===== src/rtl/stopwatch_display.sv =====
// Multiplexed 4-digit seven-segment driver for an MM:SS stopwatch.
// Pipeline: capture/clamp -> BCD split -> registered segment/anode/dp outputs.
module stopwatch_display #(
    parameter int REFRESH_DIV = 100000,
    parameter int BLINK_DIV   = 25000000
) (
    input  logic       clk1,
    input  logic       rst,
    input  logic [5:0] seconds,
    input  logic [5:0] minutes,
    input  logic       adj,
    input  logic       sel,
    output logic [6:0] seg,
    output logic [3:0] an,
    output logic       dp
);

    localparam int RW = (REFRESH_DIV > 1) ? $clog2(REFRESH_DIV) : 1;
    localparam int BW = (BLINK_DIV > 1) ? $clog2(BLINK_DIV) : 1;
    localparam logic [RW-1:0] REFRESH_LAST = RW'(REFRESH_DIV - 1);
    localparam logic [BW-1:0] BLINK_LAST   = BW'(BLINK_DIV - 1);
    localparam logic [6:0]    SEG_OFF      = 7'b1111111;

    // Tens digit of a value already clamped to 0..59.
    function automatic logic [2:0] tens_of(input logic [5:0] v);
        if (v >= 6'd50)      return 3'd5;
        else if (v >= 6'd40) return 3'd4;
        else if (v >= 6'd30) return 3'd3;
        else if (v >= 6'd20) return 3'd2;
        else if (v >= 6'd10) return 3'd1;
        else                 return 3'd0;
    endfunction

    function automatic logic [6:0] encode(input logic [3:0] d);
        case (d)
            4'd0:    return 7'b1000000;
            4'd1:    return 7'b1111001;
            4'd2:    return 7'b0100100;
            4'd3:    return 7'b0110000;
            4'd4:    return 7'b0011001;
            4'd5:    return 7'b0010010;
            4'd6:    return 7'b0000010;
            4'd7:    return 7'b1111000;
            4'd8:    return 7'b0000000;
            4'd9:    return 7'b0010000;
            default: return SEG_OFF;
        endcase
    endfunction

    logic [5:0]    sec_cap, min_cap;
    logic [2:0]    sec_tens, min_tens;
    logic [3:0]    sec_ones, min_ones;
    logic [2:0]    sec_tens_next, min_tens_next;
    logic [3:0]    sec_ones_next, min_ones_next;
    logic [RW-1:0] refresh_cnt;
    logic [1:0]    digit_idx;
    logic [BW-1:0] blink_cnt;
    logic          blink_phase;
    logic [3:0]    digit;
    logic          blank;
    logic [6:0]    seg_next;
    logic [3:0]    an_next;
    logic          dp_next;

    // Stage 1: capture with clamp to 59.
    // NOTE: all clocked state uses non-blocking assignments so every register
    // samples the pre-edge value of its source, which keeps the pipeline stages
    // one cycle apart regardless of block ordering.
    always_ff @(posedge clk1) begin
        if (rst) begin
            sec_cap <= '0;
            min_cap <= '0;
        end else begin
            sec_cap <= (seconds > 6'd59) ? 6'd59 : seconds;
            min_cap <= (minutes > 6'd59) ? 6'd59 : minutes;
        end
    end

    always_comb begin
        sec_tens_next = tens_of(sec_cap);
        min_tens_next = tens_of(min_cap);
        sec_ones_next = 4'(sec_cap - 6'd10 * {3'b000, sec_tens_next});
        min_ones_next = 4'(min_cap - 6'd10 * {3'b000, min_tens_next});
    end

    // Stage 2: BCD registers.
    always_ff @(posedge clk1) begin
        if (rst) begin
            sec_tens <= '0;
            sec_ones <= '0;
            min_tens <= '0;
            min_ones <= '0;
        end else begin
            sec_tens <= sec_tens_next;
            sec_ones <= sec_ones_next;
            min_tens <= min_tens_next;
            min_ones <= min_ones_next;
        end
    end

    // Digit scan: the index advances once per full refresh period.
    always_ff @(posedge clk1) begin
        if (rst) begin
            refresh_cnt <= '0;
            digit_idx   <= '0;
        end else if (refresh_cnt == REFRESH_LAST) begin
            refresh_cnt <= '0;
            digit_idx   <= digit_idx + 2'd1;
        end else begin
            refresh_cnt <= refresh_cnt + 1'b1;
        end
    end

    // Blink timebase only runs in adjust mode; leaving adjust parks it at zero.
    always_ff @(posedge clk1) begin
        if (rst || !adj) begin
            blink_cnt   <= '0;
            blink_phase <= 1'b0;
        end else if (blink_cnt == BLINK_LAST) begin
            blink_cnt   <= '0;
            blink_phase <= ~blink_phase;
        end else begin
            blink_cnt <= blink_cnt + 1'b1;
        end
    end

    // adj and sel are used live so field switches and exiting adjust act on
    // the very next output update.
    // NOTE: every always_comb output gets a value on every path (here via the
    // default arm) so no latch is inferred.
    always_comb begin
        case (digit_idx)
            2'd0:    digit = sec_ones;
            2'd1:    digit = {1'b0, sec_tens};
            2'd2:    digit = min_ones;
            default: digit = {1'b0, min_tens};
        endcase
        blank    = adj && blink_phase && (sel ? !digit_idx[1] : digit_idx[1]);
        seg_next = blank ? SEG_OFF : encode(digit);
        an_next  = ~(4'b0001 << digit_idx);
        dp_next  = (digit_idx != 2'd2);
    end

    // Stage 3: registered outputs, all dark during reset.
    always_ff @(posedge clk1) begin
        if (rst) begin
            seg <= SEG_OFF;
            an  <= 4'b1111;
            dp  <= 1'b1;
        end else begin
            seg <= seg_next;
            an  <= an_next;
            dp  <= dp_next;
        end
    end

endmodule


===== config.mk =====
export PLATFORM = sky130hd
export DESIGN_NAME = stopwatch_display
export DESIGN_NICKNAME = d
export VERILOG_FILES = /design/src/rtl/stopwatch_display.sv
export SDC_FILE = /design/constraint.sdc
export NUM_CORES = 1
export LEC_CHECK = 0
export ABC_AREA = 1
export CAP_MARGIN = 40
export CORE_MARGIN = 2
export CORE_UTILIZATION = 37
export CTS_CLUSTER_SIZE = 8
export DETAILED_ROUTE_END_ITERATION = 6
export GPL_TIMING_DRIVEN = 0
export SLEW_MARGIN = 20
export SYNTH_ARGS = -nofsm -noshare
export SYNTH_HDL_FRONTEND = slang
export SYNTH_SLANG_ARGS = --single-unit

===== constraint.sdc =====
create_clock -name clk1 -period 2.5 [get_ports clk1]
set_input_delay 0.5 -clock clk1 [delete_from_list [all_inputs] [get_ports clk1]]
set_output_delay 0.5 -clock clk1 [all_outputs]
set_load 0.02 [all_outputs]

### Word-level counts from Yosys, hierarchy flattened

Memories as Yosys holds them, arrays and structs flattened. A register that Yosys moved wholly into a read port is not among the register bits.
Index checks and enable logic that the tools add are counted.

| storage, ports and cells | value |
|---|---|
| bits in registers | 76 |
| bits in read-only memories | 112 |
| input port bits | 16 |
| output and inout port bits | 12 |
| word-level logic and storage cells | 67 |
| memories | 1 |

| cells by class | value |
|---|---|
| add/sub/neg operators | 5 |
| $mul | 2 |
| order comparisons | 12 |
| equal/unequal tests | 5 |
| shift-type cells | 1 |
| mux-type cells | 14 |
| bitwise operators | 2 |
| reduce and logical (&&, ||, !) cells | 11 |

Memory list:

| memory | depth | bits a word | rd ports | clocked after Yosys merged registers in | wr ports | RTL line | text |
|---|---|---|---|---|---|---|---|
| (name not given) | 16 | 7 | 1 | 1 | 0 | 35 | `case (d)` |

Operators by type and width:

| cell | number |
|---|---|
| adder 25 x 1 -> 25 bit, second input constant | 1 |
| == test 25 bit, second input constant | 1 |
| >= comparator 6 x 5 -> 1 bit, second input constant | 4 |
| >= comparator 6 bit, second input constant | 4 |
| adder 17 x 1 -> 17 bit, second input constant | 1 |
| == test 17 bit, second input constant | 1 |
| >= comparator 6 x 4 -> 1 bit, second input constant | 2 |
| > comparator 6 bit, second input constant | 2 |
| two-way mux 3 bit | 4 |
| two-way mux 6 bit | 2 |
| case mux 4 bit (3 select lines) | 1 |
| OR reduction 2 bit | 5 |
| two-way mux 2 bit | 4 |
| subtractor 4 bit | 2 |
| multiplier 3 x 3 -> 3 bit, first input constant | 2 |
| NOT 4 bit | 1 |
| left shift 1 x 2 -> 4 bit, first input constant | 1 |
| two-way mux 1 bit | 3 |
| adder 2 x 1 -> 2 bit, second input constant | 1 |
| == test 2 x 1 -> 1 bit, second input constant | 1 |
| == test 2 bit, second input constant | 1 |
| logical AND 1 bit | 2 |
| zero test 1 bit | 2 |
| zero test 2 bit | 1 |
| other kinds (3) | 3 |

### Depth between registers and ports, before layout

Gate-level depths: netlist of run 1.

| logic depth | value |
|---|---|
| word-level depth | 8 |
| depth in mapped cells | 13 |
| depth with buffers taken out | 13 |

### Worst setup path before layout of run 1

Ideal clock, no wire load.

| timing path | value |
|---|---|
| path type | register -> register |
| from | register sec_cap[3] |
| to | register sec_ones[3] |
| arrival time | 1.695 ns |
| required time | 2.387 ns |
| setup slack | 0.692 ns |
| stages on the path, launching flop included | 12 |
| buffers on the path | 0 |
| period minus slack after synthesis | 1.808 ns |
| cells stage by stage | dfxtp_1 inv_1 a21oi_1 inv_1 nand2_1 nand2_1 ha_1 fa_1 xnor2_1 nand2_1 nand2_1 nor2_1 |

| between the ends | value |
|---|---|
| cells in the longest elaborated chain, start to end | 8 |
| elaborated cells between the ends (all ways) | 12 |
| those cells by class | 1 x add/sub; 1 x mul; 5 x order compare; 5 x mux |

RTL lines:

| what | RTL line | text |
|---|---|---|
| start, declared | 50 | `logic [5:0] sec_cap, min_cap;` |
| start signal, assigned | 74 | `sec_cap <= (seconds > 6'd59) ? 6'd59 : seconds;` |
| >= comparator 6 x 4 -> 1 bit | 30 | `else if (v >= 6'd10) return 3'd1;` |
| two-way mux 1 bit | 30 |  |
| two-way mux 2 bit | 29 | `else if (v >= 6'd20) return 3'd2;` |
| two-way mux 2 bit | 28 | `else if (v >= 6'd30) return 3'd3;` |
| two-way mux 3 bit | 27 | `else if (v >= 6'd40) return 3'd4;` |
| two-way mux 3 bit | 26 | `if (v >= 6'd50) return 3'd5;` |
| multiplier 3 x 3 -> 3 bit | 82 | `sec_ones_next = 4'(sec_cap - 6'd10 * {3'b000, sec_tens_next});` |
| subtractor 4 bit * | 82 |  |
| end signal, assigned | 95 | `sec_ones <= sec_ones_next;` |
| end, declared | 52 | `logic [3:0] sec_ones, min_ones;` |

Mark *: on every way between the ends. The rest lies on a longest branch, timed or not.
A chain may end at the register's enable or synchronous reset.

### Worst setup path after layout of run 1

| timing path | value |
|---|---|
| from | register digit_idx[1] |
| to | register seg[6] |

| between the ends | value |
|---|---|
| cells in the longest elaborated chain, start to end | 4 |
| elaborated cells between the ends (all ways) | 8 |
| those cells by class | 2 x eq/ne; 2 x mux; 4 x reduce/logical |

RTL lines:

| what | RTL line | text |
|---|---|---|
| start, declared | 56 | `logic [1:0] digit_idx;` |
| start signal, assigned | 108 | `digit_idx <= digit_idx + 2'd1;` |
| zero test 1 bit | 138 | `blank = adj && blink_phase && (sel ? !digit_idx[1] : digit_idx[1]);` |
| two-way mux 1 bit | 138 |  |
| logical AND 1 bit | 138 |  |
| OR reduction 2 bit (no source line) | - |  |
| end, declared | 13 | `output logic [6:0] seg,` |

Parallel ways exist; a longest one is shown, timed or not.

==> impl_results.md, run 1 <==
* Slowest-stage cell, CP: dfxtp_1
* Clock Path Buffers at 2
* P_int at approximately 2.2 mW
* Reg power frac at between 40% and 50%
* Core footprint at about 10000 sq um
* First-pass GRT wire length at between 10000 and 15000 um
* Worst hold start: min_cap[0]
* Max_slew headroom at a little under two thirds
* Post-synth design cell area at between 4000 and 5000 sq um
* Post-synth EDFFs at 0
* Type of element capturing the critical path: flop
* Post-synthesis cell count at around 580
* Setup bufs post-CTS at 0
* Worst-path clk slew at 0.08 ns
* Outcome: complete, no violations
* Initial antenna violation count at 0
* Post-CTS resize count at 0
* Port bufs at 27
* NetSw at 0.666 mW
* Die H at between 100 and 150 um
* Hold Path Sink: min_ones[0]
* Sw frac at between 20% and 30%
* Hold crit path type: reg -> reg
* Drt drc at 0
* R2R Path Start: digit_idx[1]
* Wirelength, routed at a little over 8000 um
* Detailed placement HPWL at between 6000 and 7000 um
* Hold Vio Cnt, Final at 0
* FILL cells at between 1k and 1.5k
* FF+latch area at between 1500 and 2000 sq um
* Number of core rows at 37
* Synth top area cells: dfxtp_1 41%, nand2_1 15%, nor2_1 11%
* Seq/Total Area, Yosys at 41.0%
* Total inserted antenna cells at 0
* Share of synthesized registers carrying an async set or reset at 0%
* Worst reg2reg endpoint: seg[6]
* Vias in the first global route at between 3k and 4k
* Clock root buffer: clkbuf_8
* DR vias at 3530
* Layout area overhead at 17.0%
* Max Slew Vio Count at 0
* R2R depth at 10
* Post-synth top cells: 160 x nand2_1, 115 x nor2_1, 82 x dfxtp_1, 68 x inv_1, 36 x nand3_1
* IO Pins at 28
* WHS Path Cells at 2
* Yosys cell types at 27
* Vias per inst at 4.64
* Post-DR wirelength/cell at between 10 and 15 um
* Worst IR drop on VDD at approximately 260 uV
* Maxcap violations at 0
* Placer Congestion at approximately 0.93
* CP Class: reg -> reg
* Unrepaired setup endpoints after global routing: no
* Most used DFF post-synth: dfxtp_1
* Crit start category: flop
* Power Dens Cells at about 600 nW/um^2
* Combinational cell fraction of total power at about a tenth
* CP Data Required Time at around 2.7 ns
* Final layout net count at around 650
* Initial Util at between 30 and 40%
* Post-synthesis register bit count at between 80 and 90
* CP peak stage delay at roughly 0.44 ns
* Count leader, synth: nand2_1
* Setup violators final at 0
* Reg2Reg Setup Slack at 0.41 ns
* Area of the multi-input gates at slightly above 2000 sq um
* CP Max Fanout at 6
* DRT Pass-1 Iters at 4
* Clk pwr share at 40.5%
* Post-Synthesis Net Count at 614
* Clk_lat worst skew at approximately 0.35 ns
* FMAX at between 400 and 500 MHz
* Yosys warns at 0
* LEAKAGE at about 1.8 nW
* TNS Setup at 0 ns
* Clock net sink count at 82
* Area leader, netlist: dfxtp_1
* Cts bufs inserted at 9
* Layout cells sized above 1 at approximately 5.4%
* Post-CTS Hold Buffers at 0
* Final core utilization at between 40 and 50%
* Final Skew at 0.0125 ns
* Die W at 108 um
* Die ar. at 11700 sq um
* Least-Margin Pin Slew at approximately 0.54 ns
* Synth top area share at a little over 40%
* Antenna Nets Post-Route at 0
* Largest net degree at the start of global routing at 15
* Min Clock Period, post-route at 2.09 ns
* Syn_area_per_cell at between 6 and 7 sq um
* Grt ovf at 0
* GRT Total Usage at between 10% and 20%
* H-tree depth at 3
* First DRT Iteration DRCs at between 200 and 250
* Final period util at 83.6%
* CTS tree: built
* Cell Chain, Critical Path: inv_1 -> ha_1 -> nand2_1 -> nand2_1 -> o22ai_1 -> inv_1 -> ha_1 -> nand3b_1 -> nand3_1 -> nand3_1
* WP data arrival at approximately 2.3 ns
-- worst max-delay path, delay by kind of cell (launching register included) --
family / cells / cell delay, ns
AND/OR/NAND/NOR: 5 / 0.48
flip-flops: 1 / 0.44
adder cells (fa/ha/maj): 2 / 0.44
AO/OA/AOI/OAI: 1 / 0.37
buffers and inverters: 2 / 0.22
-- flip-flops by register name (all words and copies together), names as in the netlist, 3 cells and up --
name,count
sec_ones,4
sec_cap,6
min_tens,3
blink_cnt,25
seg,7
min_cap,6
an,3
refresh_cnt,17
sec_tens,3
min_ones,4
-- logic make-up (layout without fill, tap and decap cells) --
| group | after synthesis | in the layout | synth area share (%) |
|---|---|---|---|
| buffers and inverters | 76 | 119 | 7.78 |
| AND/OR/NAND/NOR | 350 | 350 | 37.0 |
| adder cells (fa/ha/maj) | 16 | 16 | 5.37 |
| AO/OA/AOI/OAI | 41 | 41 | 5.19 |
| flip-flops | 82 | 82 | 41.0 |
| XOR/XNOR | 17 | 17 | 3.72 |
-- worst max path at each step --
stage / from / to / slack (ns)
final: digit_idx[1] / seg[6] / 0.41
after global placement: digit_idx[1] / seg[3] / 0.45
after floorplan: sec_cap[3] / sec_ones[3] / 0.69
after CTS: digit_idx[1] / seg[5] / 0.40
after global routing: sec_cap[3] / sec_ones[3] / 0.18
after detailed placement: digit_idx[0] / seg[5] / 0.43
-- cells in the final DEF (no fill, tap or decap), types with 4 or more instances in the layout --
master	count
xnor2_1	7
nand2_1	160
nor2_1	115
xor2_1	10
clkbuf_1	4
nand4_1	8
dfxtp_1	82
nand2_2	5
clkdlybuf4s50_1	27
nor3_1	6
a21oi_1	32
ha_1	14
o21ai_0	7
nand3_1	36
clkbuf_8	9
nand3b_1	10
inv_1	68
-- metrics by stage --
| step | instance area (sq um) | setup slack, ns | instances | hold WS [ns] | power, mW |
|---|---|---|---|---|---|
| floorplan | 4010 | 0.692 | 582 | 0.388 | 1.60 |
| global placement | 4450 | 0.448 | 745 | 0.394 | 1.71 |
| detailed placement | 4450 | 0.426 | 745 | 0.393 | 1.71 |
| CTS | 4690 | 0.403 | 761 | 0.405 | 2.87 |
| global route | 4690 | 0.179 | 761 | 0.427 | 2.97 |
| finish | 4690 | 0.410 | 761 | 0.403 | 2.82 |
-- cell type report --
type,instances,area share (%)
Buffer,7,1.12
Multi-Input combinational cell,424,43.8
Clock buffer,10,2.72
Timing Repair Buffer,27,5.77
Sequential cell,82,35.0
Inverter,69,5.53
Tap cell,136,3.63
Clock inverter,6,2.43
-- metal layers --
layer	global-route usage (%)	wire length, um	share of wire [%]	vias to the layer above
li1	-	-	-	1886
met1	17.3	3660	45	1559
met2	27.7	3980	48	61
met3	4.16	257	3.1	24
met4	7.23	311	3.8	0
met5	0	0	0	-
-- power groups by stage --
| stage | sequential, mW | combinational (mW) | clock [mW] |
|---|---|---|---|
| finish | 1.39 | 0.292 | 1.14 |
| global route | 1.39 | 0.333 | 1.24 |
| CTS | 1.39 | 0.295 | 1.19 |
| detailed placement | 1.42 | 0.294 | 0 |
| global placement | 1.42 | 0.290 | 0 |
| floorplan | 1.44 | 0.165 | 0 |
No activity file was read; power rests on OpenSTA's default activity.
==> run 2: changes to the inputs <==
clock period = 1.8 ns   (was 2.5 ns; I/O delays follow)
==> run 2 against run 1 <==
Against the previous run: worst hold slack better by 0.0047 ns; sequential share of layout area is 2.4 points lower; the run now ends with negative setup slack left; first-iteration DRC count is 8.6% lower; critical path depth is 4 higher; core utilization is 4.1 points higher; register-to-register slack worse by 0.49 ns; routed wire length is 12% higher; design area is 9.1% higher.
==> impl_results.md, run 2 (synthesis results as in run 1) <==
* Met2 GRT Util at 29.4%
* Post-DR wirelength/cell at between 10 and 15 um
* FMAX at ~530 MHz
* Clock root buffer: clkbuf_8
* Max reg flops at 25
* FILL cells at 1035
* Commonest cells after routing, fill and taps aside: 146 x nand2_1, 111 x nor2_1, 71 x dfxtp_1, 58 x inv_1, 33 x nand3_1
* Largest net degree at the start of global routing at 15
* Cell repeated most along the worst path: buf_4
* Pwr Total at 3.73 mW
* Vias in the first global route at 3575
* Reg2Reg Setup Slack at -0.08 ns
* CP Max Fanout at 4
* Core footprint at 10400 sq um
* Hold Vio Cnt, Final at 0
* Worst IR drop on VDD at a little under 500 uV
* Clock Path Buffers at 2
* Most flop-heavy register: blink_cnt
* Die W at 108 um
* Total inserted antenna cells at 0
* Outcome: complete, but fails checks
* First DRT Iteration DRCs at roughly 190
* Failing checks: negative setup slack
* First-pass GRT wire length at about 15000 um
* Max Slew Vio Count at 0
* Unrepaired setup endpoints after global routing: yes
* Detailed placement HPWL at between 6000 and 7000 um
* DR vias at 3760
* GRT Total Usage at between 10% and 20%
* Final Skew at approximately 0.012 ns
* WP data arrival at around 2.2 ns
* CP Class: reg -> reg
* Die ar. at around 12000 sq um
* Hold crit path type: reg -> reg
* Antenna Nets Post-Route at 0
* Worst Slack Setup Final at -0.0837 ns
* Setup crit end: sec_tens[0]
* Wirelength, routed at just over 9000 um
* Clk_lat worst skew at between 0.3 and 0.4 ns
* Initial Util at between 30 and 40%
* Final layout net count at 681
* CP peak stage delay at between 0.3 and 0.4 ns
* Setup violators final at 2
* Placer Congestion at around 0.87
* Maxcap violations at 0
* Most common cell after layout, fill and taps aside: nand2_1
* R2R depth at 14
* Top Registers: blink_cnt x25, refresh_cnt x17, seg x7
* Worst hold slack at 0.408 ns
* Cts bufs inserted at 9
* Crit start category: flop
* Drt drc at 0
* Grt ovf at 0
* LEAKAGE at 1.92 nW
* CP Data Required Time at between 2 and 2.5 ns
* Final period util at 105%
* Post-CTS Hold Buffers at 0
* Worst-path clk slew at around 0.080 ns
* IO Pins at 28
* Met1 GRT Util at between 10% and 20%
* Type of element capturing the critical path: flop
* Vias per inst at roughly 4.8
* H-tree depth at 3
* Crit path launch: sec_cap[4]
* Power Dens Cells at 729 nW/um^2
* Layout cells sized above 1 at a little under a fifth
* Min Clock Period, post-route at 1.88 ns
* Number of core rows at 37
* Max_slew headroom at 64.2%
* CTS tree: built
* Initial antenna violation count at 0
* Top Usage Layer GRT: met2
* Least-Margin Pin Slew at around 0.54 ns
* Cell Chain, Critical Path: nor2_4 -> inv_1 -> nand2_2 -> nand2_2 -> nand2_2 -> nand2_2 -> buf_4 -> buf_4 -> buf_4 -> buf_4 -> buf_4 -> buf_4 -> buf_4 -> a21oi_2
* TNS Setup at -0.104 ns
* Die H at approximately 110 um
* Clock net sink count at 82
* Worst reg2reg endpoint: sec_tens[0]
* Layout area overhead at 27.6%
* DRT Pass-1 Iters at 5
* R2R Path Start: sec_cap[4]
* Slowest-stage cell, CP: dfxtp_4
* DP Worst Slack at -0.181 ns
* Port bufs at 27
* Met3 GRT Util at between 4 and 5%
[run 2: worst min-delay path by stage]
stage                          start          end  slack, ns  depth (start not counted)
final                     min_cap[0]  min_ones[0]       0.41                          2
after global routing      min_cap[0]  min_ones[0]       0.43                          2
after CTS                 min_cap[0]  min_ones[0]       0.41                          2
after detailed placement  min_cap[0]  min_ones[0]       0.40                          2
after global placement    min_cap[0]  min_ones[0]       0.39                          2
after floorplan           min_cap[0]  min_ones[0]       0.39                          2
[run 2: layer usage]
metal | up-vias | wire [um]
li1 | 1941 | -
met1 | 1707 | 3920
met2 | 88 | 4610
met3 | 24 | 385
met4 | 0 | 246
met5 | - | 0
[run 2: per-stage QoR]
stage | utilization [%] | std cells | instance area, sq um
global route | 49.1 | 790 | 5110
floorplan | - | 582 | 4020
detailed placement | 42.8 | 745 | 4460
CTS | 47.1 | 784 | 4900
global placement | 42.8 | 745 | 4460
finish | 49.1 | 790 | 5110
[run 2: where the power goes]
part	internal, mW	total [mW]	switching, mW
registers	1.89	1.93	0.0414
logic	0.283	0.570	0.287
clock network	0.544	1.23	0.681
total	2.72	3.73	1.01
[run 2: what timing repair did]
item                       CTS  global route
gates resized for setup     39            42
pin swaps                   14            25
buffers inserted            23             7
setup endpoints to repair   28            43
[run 2: critical path, delay by kind of cell (launching register included)]
family          cells  cell delay, ns
buf+inv             8            0.92
flops               1            0.37
compound gates      1            0.13
simple gates        5            0.39
[run 2: area by class of cell]
| cell class | count | area, sq um | area share (%) |
|---|---|---|---|
| inverter | 69 | 269 | 5.26 |
| buffer | 7 | 52.6 | 1.03 |
| tap | 136 | 170 | 3.33 |
| sequential | 82 | 1670 | 32.7 |
| clock inverter | 5 | 40.0 | 0.783 |
| multi-input combinational | 424 | 2280 | 44.5 |
| clock buffer | 11 | 141 | 2.77 |
| timing repair buffer | 56 | 492 | 9.62 |
==> run 3: changes to the inputs <==
--- a/config.mk
+++ b/config.mk
@@ -7,3 +7,2 @@
 export LEC_CHECK = 0
-export ABC_AREA = 1
 export CAP_MARGIN = 40
--- a/constraint.sdc
+++ b/constraint.sdc
@@ -3,2 +3,2 @@
 set_output_delay 0.36 -clock clk1 [all_outputs]
-set_load 0.02 [all_outputs]
+set_load 0.01 [all_outputs]
==> run 3 against run 2 <==
Against the previous run: the run still ends with negative setup slack left; cell count is 24% lower; synthesized area fell by 10%; first-iteration DRC count down 58%; clock power fell by 5%; largest cell class unchanged; synthesized cell count fell by 32%; critical endpoint is now seg[1].
==> impl_results.md, run 3 <==
* Outcome: complete, but fails checks
* Failing checks: negative setup slack
* Clk_lat worst skew at roughly 0.35 ns
* Most common cell after layout, fill and taps aside: dfxtp_1
* Vias per inst at between 4 and 5
* Worst-path clk slew at roughly 0.080 ns
* WP data arrival at between 2 and 2.5 ns
* Most used DFF post-synth: dfxtp_1
* Type of element capturing the critical path: flop
* GRT Total Usage at between 10% and 20%
* Seq/Total Area, Yosys at between 40% and 50%
* Cts bufs inserted at 9
* IO Pins at 28
* Setup violators final at 12
* Hold Vio Cnt, Final at 0
* DP Worst Slack at -0.312 ns
* Maxcap violations at 0
* Post-synth design cell area at about 3600 sq um
* DR vias at around 2.9k
* Worst IR drop on VDD at between 400 and 500 uV
* Post-synth EDFFs at 0
* Largest net degree at the start of global routing at 13
* Synth top area cells: dfxtp_1 46%, nor2_1 6.7%, xor2_1 6.6%
* CP Class: reg -> reg
* Final Skew at 0.0113 ns
* Post-DR wirelength/cell at 11.9 um
* Post-synthesis register bit count at 82
* Power Dens Cells at roughly 760 nW/um^2
* Max reg flops at 25
* Area leader, netlist: dfxtp_1
* Post-synth top cells: 82 x dfxtp_1, 64 x nor2_1, 27 x xor2_1, 25 x inv_1, 18 x nand3_1
* Yosys warns at 0
* Min Clock Period, post-route at ~1.9 ns
* Syn_area_per_cell at about 9.0 sq um
* Clock net sink count at 82
* Vias in the first global route at ~2.7k
* Commonest cells after routing, fill and taps aside: 70 x dfxtp_1, 49 x nor2_1, 28 x buf_4, 27 x xor2_1, 27 x clkdlybuf4s50_1
* Detailed placement HPWL at approximately 4700 um
* Grt ovf at 0
* Initial antenna violation count at 0
* Clock root buffer: clkbuf_8
* Initial Util at a little under two fifths
* Number of core rows at 36
* Least-Margin Pin Slew at between 0.5 and 0.6 ns
* Final layout net count at 497
* Post-synthesis cell count at about 400
* Total inserted antenna cells at 0
* LEAKAGE at around 1.8 nW
* CP Max Fanout at 5
* Max_slew headroom at between 50 and 60%
* Antenna Nets Post-Route at 0
* Die ar. at roughly 11000 sq um
* DRT Pass-1 Iters at 4
* First-pass GRT wire length at about 12000 um
* Drt drc at 0
* Unrepaired setup endpoints after global routing: yes
* Hold crit path type: reg -> reg
* Layout area overhead at 32.6%
* Synth top area share at a little under half
* Pwr Total at ~3.6 mW
* First DRT Iteration DRCs at 80
* Worst Slack Setup Final at -0.115 ns
* Most flop-heavy register: blink_cnt
* Placed cells at approximately 560
* Crit start category: flop
* Die H at ~100 um
* CP Data Required Time at just over 2 ns
* H-tree depth at 3
* Port bufs at 27
* Die W at roughly 100 um
* Post-CTS Hold Buffers at 0
* FMAX at around 520 MHz
* Core footprint at between 9000 and 10000 sq um
* CTS tree: built
* Share of synthesized registers carrying an async set or reset at 0%
* Wirelength, routed at between 7000 and 8000 um
* Max Slew Vio Count at 0
* Final non-filler cell total at between 600 and 700
* Clock Path Buffers at 2
* Final period util at 106%
* Count leader, synth: dfxtp_1
* Top Registers: blink_cnt x25, refresh_cnt x17, seg x7
* Yosys cell types at 41
* Layout cells sized above 1 at 25.1%
* Post-Synthesis Net Count at 430
* Placer Congestion at around 0.75
==> run 3: kinds of logic (layout without fill, tap and decap cells) <==
logic type / count (synthesis) / after routing / share of synthesized area (%)
muxes: 8 / 8 / 2.29
buffers and inverters: 37 / 109 / 4.62
adders and majority gates: 16 / 16 / 5.98
DFF: 82 / 82 / 45.6
xor gates and xnor gates: 40 / 40 / 9.73
AOI/OAI and AO/OA: 42 / 42 / 7.40
and+or+nand+nor: 173 / 173 / 24.4
==> run 3: repair_timing <==
item | CTS | global route
endpoints found under the setup margin | 43 | 44
cloned | 1 | 1
buffers inserted | 19 | 11
resized for setup | 48 | 30
pin swaps | 21 | 16
==> run 3: layout make-up <==
cell class	count	area, sq um
Buffer	9	71.3
Clock buffer	13	149
Fill cell	924	4820
Inverter	25	98.8
Timing Repair Buffer	59	568
Clock inverter	3	15.0
Multi-Input combinational cell	279	2030
Tap cell	133	166
Sequential cell	82	1670
==> run 3: power by group <==
group          leakage, nW  switching [mW]  internal [mW]
registers            0.677          0.0404           1.88
clock network       0.0872           0.633          0.534
logic                 1.05           0.245          0.287
total                 1.82           0.918           2.71
==> run 3: layer usage <==
layer  track usage [%]  up-vias  routed length, um
met2              23.1       40               3370
li1                  -     1468                  -
met5                 0        -                  0
met3              3.93       15                198
met4              6.46        0                194
met1              17.4     1340               3430
==> run 3: critical path, stage by stage (launching register included) <==
cell and delay (ns):
dfxtp_4 0.39, inv_4 0.05, ha_4 0.16, a222oi_1 0.33
buf_4 0.19, mux2i_4 0.08, buf_12 0.14, ha_4 0.26
and2_4 0.13, o21ai_2 0.04
==> run 3: worst paths after layout <==
path | start | end | slack, ns | depth (start not counted)
worst max-delay path | digit_idx[1] | seg[1] | -0.11 | 9
worst min-delay path | sec_cap[0] | sec_ones[0] | 0.44 | 1
worst max register to register | digit_idx[1] | seg[1] | -0.11 | 9
worst min register to register | sec_cap[0] | sec_ones[0] | 0.44 | 1
==> run 3: metrics by stage <==
| step | util [%] | instance area (sq um) | hold WS, ns | TNS (ns) |
|---|---|---|---|---|
| global placement | 42.5 | 4080 | 0.421 | -14.46 |
| floorplan | - | 3640 | 0.414 | -0.0410 |
| CTS | 47.6 | 4570 | 0.444 | -0.349 |
| detailed placement | 42.5 | 4080 | 0.425 | -15.06 |
| finish | 49.8 | 4770 | 0.439 | -0.577 |
| global route | 49.8 | 4770 | 0.465 | -2.48 |
